`src/rtl/or_gate_core_if.sv`:
```
// or_gate_core_if: operand, result and status signals of the registered OR stage
interface or_gate_core_if #(
  parameter int WIDTH = 1,
  parameter int CNT_W = 16
);
  logic             in_valid;
  logic [WIDTH-1:0] in1;
  logic [WIDTH-1:0] in2;
  logic             cnt_clr;
  logic [WIDTH-1:0] out;
  logic             out_valid;
  logic             any_high;
  logic [CNT_W-1:0] hi_count;
  modport master (
    output in_valid, in1, in2, cnt_clr,
    input  out, out_valid, any_high, hi_count
  );
  modport slave (
    input  in_valid, in1, in2, cnt_clr,
    output out, out_valid, any_high, hi_count
  );
endinterface

```
`src/rtl/or_gate_core.sv`:
```
// or_gate_core: registered bitwise OR with valid, reduction flag and saturating non-zero counter
module or_gate_core #(
  parameter int WIDTH = 1,
  parameter int CNT_W = 16
) (
  input logic         clk,
  input logic         rst,
  or_gate_core_if.slave bus
);
  logic [WIDTH-1:0] res;
  assign res = bus.in1 | bus.in2;
  always_ff @(posedge clk) begin
    if (rst) begin
      bus.out       <= '0;
      bus.out_valid <= 1'b0;
      bus.any_high  <= 1'b0;
      bus.hi_count  <= '0;
    end else begin
      bus.out_valid <= bus.in_valid;
      if (bus.in_valid) begin
        bus.out      <= res;
        bus.any_high <= |res;
      end
      // clear beats a simultaneous increment; all-ones means saturated
      if (bus.cnt_clr)
        bus.hi_count <= '0;
      else if (bus.in_valid && |res && !(&bus.hi_count))
        bus.hi_count <= bus.hi_count + CNT_W'(1);
    end
  end
endmodule

```
`src/flat_wrapper.sv`:
```
// flat-port wrapper written by rule: the top's interface ports become plain ports
module or_gate_core_flat 
#(
  parameter int WIDTH = 1,
  parameter int CNT_W = 16
)
  (clk, rst, bus_in_valid, bus_in1, bus_in2, bus_cnt_clr, bus_out, bus_out_valid, bus_any_high, bus_hi_count);
  or_gate_core_if #(.WIDTH(WIDTH), .CNT_W(CNT_W)) bus_i ();
  input logic clk;
  input logic rst;
  input wire logic [$bits(bus_i.in_valid)-1:0] bus_in_valid;
  input wire logic [$bits(bus_i.in1)-1:0] bus_in1;
  input wire logic [$bits(bus_i.in2)-1:0] bus_in2;
  input wire logic [$bits(bus_i.cnt_clr)-1:0] bus_cnt_clr;
  output wire logic [$bits(bus_i.out)-1:0] bus_out;
  output wire logic [$bits(bus_i.out_valid)-1:0] bus_out_valid;
  output wire logic [$bits(bus_i.any_high)-1:0] bus_any_high;
  output wire logic [$bits(bus_i.hi_count)-1:0] bus_hi_count;
  assign bus_i.in_valid = bus_in_valid;
  assign bus_i.in1 = bus_in1;
  assign bus_i.in2 = bus_in2;
  assign bus_i.cnt_clr = bus_cnt_clr;
  assign bus_out = bus_i.out;
  assign bus_out_valid = bus_i.out_valid;
  assign bus_any_high = bus_i.any_high;
  assign bus_hi_count = bus_i.hi_count;
  or_gate_core #(.WIDTH(WIDTH), .CNT_W(CNT_W)) u_core (.clk(clk), .rst(rst), .bus(bus_i));
endmodule
```
`config.mk`:
```
export PLATFORM = sky130hd
export DESIGN_NAME = or_gate_core_flat
export DESIGN_NICKNAME = d
export VERILOG_FILES = /design/src/rtl/or_gate_core_if.sv /design/src/rtl/or_gate_core.sv /design/src/flat_wrapper.sv
export SDC_FILE = /design/constraint.sdc
export NUM_CORES = 1
export LEC_CHECK = 0
export ABC_AREA = 1
export ABC_CLOCK_PERIOD_IN_PS = 1900
export CAP_MARGIN = 20
export CELL_PAD_IN_SITES_DETAIL_PLACEMENT = 0
export CELL_PAD_IN_SITES_GLOBAL_PLACEMENT = 1
export CORE_MARGIN = 2
export CORE_UTILIZATION = 33
export DETAILED_ROUTE_END_ITERATION = 16
export PLACE_DENSITY = 0.84
export SYNTH_ARGS = -nofsm -noshare
export SYNTH_HDL_FRONTEND = slang
export SYNTH_SLANG_ARGS = --single-unit
```
`constraint.sdc`:
```
create_clock -name clk -period 1.9 [get_ports clk]
set_input_delay 0.38 -clock clk [delete_from_list [all_inputs] [get_ports clk]]
set_output_delay 0.38 -clock clk [all_outputs]
set_load 0.01 [all_outputs]
```
==> out/qor_table.md <==
| Group | Quantity | This run |
|---|---|---|
| global routing | Number of antenna violations at the first check in global routing | 0 |
| global routing | Total Routing Usage GR | 14.8% |
| power | Comb power frac | 15.2% |
| die | Die extent in x | 61.0 µm |
| placement | Number of buffers inserted by port buffering | 24 |
| placement | Final RePlAce weighted congestion | 0.767 |
| final layout | Finished Layout Cells | 248 |
| sta | Setup repair after global routing missed its margin | no |
| power | Switching part of the total power | 26.3% |
| sta | Count of final max-slew check failures | 0 |
| drt | Count of nets left with antenna violations after detail routing | 0 |
| global routing | Met3 track demand over resource in global routing | 2.13% |
| global routing | Met2 track demand over resource | 24.3% |
| final layout | Register cell area after layout | 360 µm² |
| synthesis | Post-Synth Simple-Gate Area | 46.4% |
| synthesis | Proportion of synthesized area in mux cells | 0% |
| synthesis | Portion of the post-synthesis area used by sequential elements | 33.6% |
| drt | Routed length per placed instance | 10.3 µm |
| final layout | Most common cell after layout, fill and taps aside | nand2_1 |
| drt | Total detailed-routing wirelength | 2550 µm |
| sta | Slew of the pin with the lowest slew margin | 405 ps |
| synthesis | Post-synthesis cell count | 176 |
| critical path | Top cell family by delay on the critical path | buffers and inverters |
| global routing | First-pass GRT wire length | 4140 µm |
| clock tree | Clock net sink count | 18 |
| sta | Total count of hold-check failures in the final report | 0 |
| die | Core box area | 3080 µm² |
| power | Standby leakage power | 0.552 nW |
| global routing | GR met1 Demand/Resource | 19.8% |
| critical path | CP max stage delay | 600 ps |
| synthesis | Syn. warnings | 0 |
| synthesis | Adder-cell area share of the yosys netlist | 1.17% |
| drt | Number of detailed-routing iterations run before antenna repair | 4 |
| critical path | CP Max Fanout | 7 |
| power | Power Density | 544 nW/µm² |
| die | Die ar. | 3720 µm² |
| critical path | Type of the worst setup path | flop to output port |
| synthesis | Ys flop type | dfxtp_1 |
| synthesis | Share of the synthesized netlist area taken by xor and xnor gates | 4.91% |
| sta | Final clock skew | 2.10 ps |
| placement | Total placed cells including tap cells | 244 |
| min path | Hold WC Path Type | flop to flop |
| die | Die Y-Extent | 61.0 µm |
| critical path | Required time reported for the critical path endpoint | 1520 ps |
| status | Result of the run | finished clean |
| drt | DRC violation count after routing | 0 |
| die | Row Count | 20 |
| clock tree | Clock tree from TritonCTS | built |
| sta | Minimum clock period | 1760 ps |
| synthesis | Post-synth top area share | 33.6% |
| final layout | Proportion of layout cells with a drive suffix above 1 | 8.33% |
| sta | Final total negative setup slack | 0 ps |
| power | Internal power consumption | 0.562 mW |
| synthesis | Count of flip-flops with a built-in enable after synthesis | 0 |
| clock tree | Level count of the clock H-tree | 1 |
| die | Starting Density | 34.8% |
| synthesis | Combinational family with the most area after synthesis | simple AND/OR/NAND/NOR gates |
| final layout | Top library cells by usage in the layout, fill and taps aside | nand2_1, nor2_1, clkdlybuf4s50_1 |
| power | Post-layout power | 0.763 mW |
| critical path | Critical path launch point type | flop |
| global routing | Vias in the first global route | 953 |
| drt | Via/cell ratio | 4.40 |
| sta | Worst slack on hold paths | 496 ps |
| critical path | Sequence of cells on the critical path | clkdlybuf4s50_1 |
| clock tree | Worst-Skew Late Latency | 290 ps |
| drt | DRC violation total after the first TritonRoute iteration | 32 |
| sta | Fraction of the cycle the final worst path needs | 92.8% |
| job | Max Cap Viol | 0 |
| power | Switching Power | 0.201 mW |
| global routing | Sum of overflow across all layers after global routing | 0 |
| sta | Highest achievable clock rate | 567 MHz |
| final layout | Post-layout net count | 212 |
| clock tree | CTS clk-pin slew, worst paths | 110 ps |
| power | Fraction of power consumed by sequential logic | 52.8% |
| synthesis | Mean instance size in the synthesized netlist | 6.09 µm² |
| synthesis | Netlist cell types | 19 |
| final layout | Multi-input logic area | 619 µm² |
| sta | Setup-violating endpoint count in the final report | 0 |
| final layout | Fill cells | 328 |
| critical path | CP bufs+invs | 1 |
| global routing | Busiest layer in global routing | met2 |
| critical path | Arrival time of the worst setup path | 1380 ps |
| clock tree | Post_cts resized | 0 |
| synthesis | Netlist Area Pre-Place | 1070 µm² |
| power | Clk network pwr share | 32.0% |
| synthesis | Compound-Gate Fraction of Synth Area | 5.37% |
| clock tree | CTS Hold Bufs | 0 |
| drt | Via Count | 1090 |
| placement | HPWL Detailed | 1910 µm |
| sta | Worst max-slew margin expressed relative to the limit | 72.9% |
| clock tree | Buffers from clock root to sink, at most | 2 |
| final layout | Synthesis-to-layout area growth | 30.8% |
| clock tree | CTS buffer count | 3 |
| synthesis | Biggest area contributors in the synthesized netlist | dfxtp_1, nand2_1, nor2_1, inv_1, xor2_1 |
| critical path | Critical path capture point type | output port |
| die | Number of placed I/O pins | 25 |
| critical path | Critical Path Slowest Stage Cell | clkdlybuf4s50_1 |
| synthesis | Number of register bits inferred by synthesis | 18 |
| synthesis | Post-synthesis net count | 183 |
| clock tree | Post-CTS setup buffer count | 0 |
| clock tree | Clock Tree Root | clkbuf_4 |
| global routing | Pin count of the biggest net entering global routing | 17 |
| synthesis | Cell type with the highest aggregate area in the netlist | dfxtp_1 |
| power | Peak supply drop | 0.194 mV |
| synthesis | Share of synthesized registers carrying an async set or reset | 0% |
| final layout | Number of diodes added for antenna fixing | 0 |
-- final cells by class --
cell class              count  share of cell area, %
inverters                  18                   4.82
clock buffers               4                   2.59
well taps                  44                   3.93
flip-flops and latches     18                   25.7
repair buffers             27                   18.8
multi-input cells         137                   44.2
-- per-stage QoR --
stage | setup slack (ps) | utilization [%] | cell area (µm²)
floorplan | 353 | - | 1070
global placement | 107 | 44.3 | 1370
detailed placement | 75.3 | 44.3 | 1370
CTS | 123 | 45.5 | 1400
global route | 73.5 | 45.5 | 1400
finish | 136 | 45.5 | 1400
-- power by group through the flow --
stage               combinational (mW)  clock, mW  sequential [mW]
floorplan                       0.0614          0            0.416
global placement                 0.113          0            0.411
detailed placement               0.116          0            0.411
CTS                              0.117      0.255            0.403
global route                     0.129      0.275            0.405
finish                           0.116      0.244            0.403
-- kinds of logic after synthesis --
kind of cell / after synthesis
AOI/OAI and AO/OA: 9
and+or+nand+nor: 121
DFF: 18
adders and majority gates: 1
xor gates and xnor gates: 6
buffers and inverters: 21
-- registers in the layout (all words and copies together) (netlist names) --
register / flops
u_core.bus.hi_count: 16
u_core.bus.out: 1
u_core.bus.out_valid: 1
-- cells in the mapped netlist (2+ instances only) --
cell type / n
o21ai_0: 5
nand4_1: 3
nand3_1: 6
nor2_2: 4
nand2_2: 4
xor2_1: 5
dfxtp_1: 18
nand2_1: 58
a21oi_1: 2
nor2_1: 45
inv_1: 18
-- path summary, 6_finish.rpt --
kind | start | to | slack (ps) | depth (start not counted)
max | u_core.bus.hi_count[2]$_SDFFE_PP0P_ | bus_hi_count[2] | 140 | 1
min | u_core.bus.out$_SDFFE_PP0P_ | u_core.bus.out$_SDFFE_PP0P_ | 500 | 2
max reg2reg | u_core.bus.hi_count[0]$_SDFFE_PP0P_ | u_core.bus.hi_count[3]$_SDFFE_PP0P_ | 320 | 8
min reg2reg | u_core.bus.out$_SDFFE_PP0P_ | u_core.bus.out$_SDFFE_PP0P_ | 500 | 2
-- routing by layer --
| layer | up-vias | wire, µm |
|---|---|---|
| li1 | 590 | - |
| met1 | 476 | 1270 |
| met2 | 22 | 1150 |
| met3 | 2 | 100 |
| met4 | 0 | 27 |
| met5 | - | 0 |
Note: power is estimated with default switching activity, not from simulation.
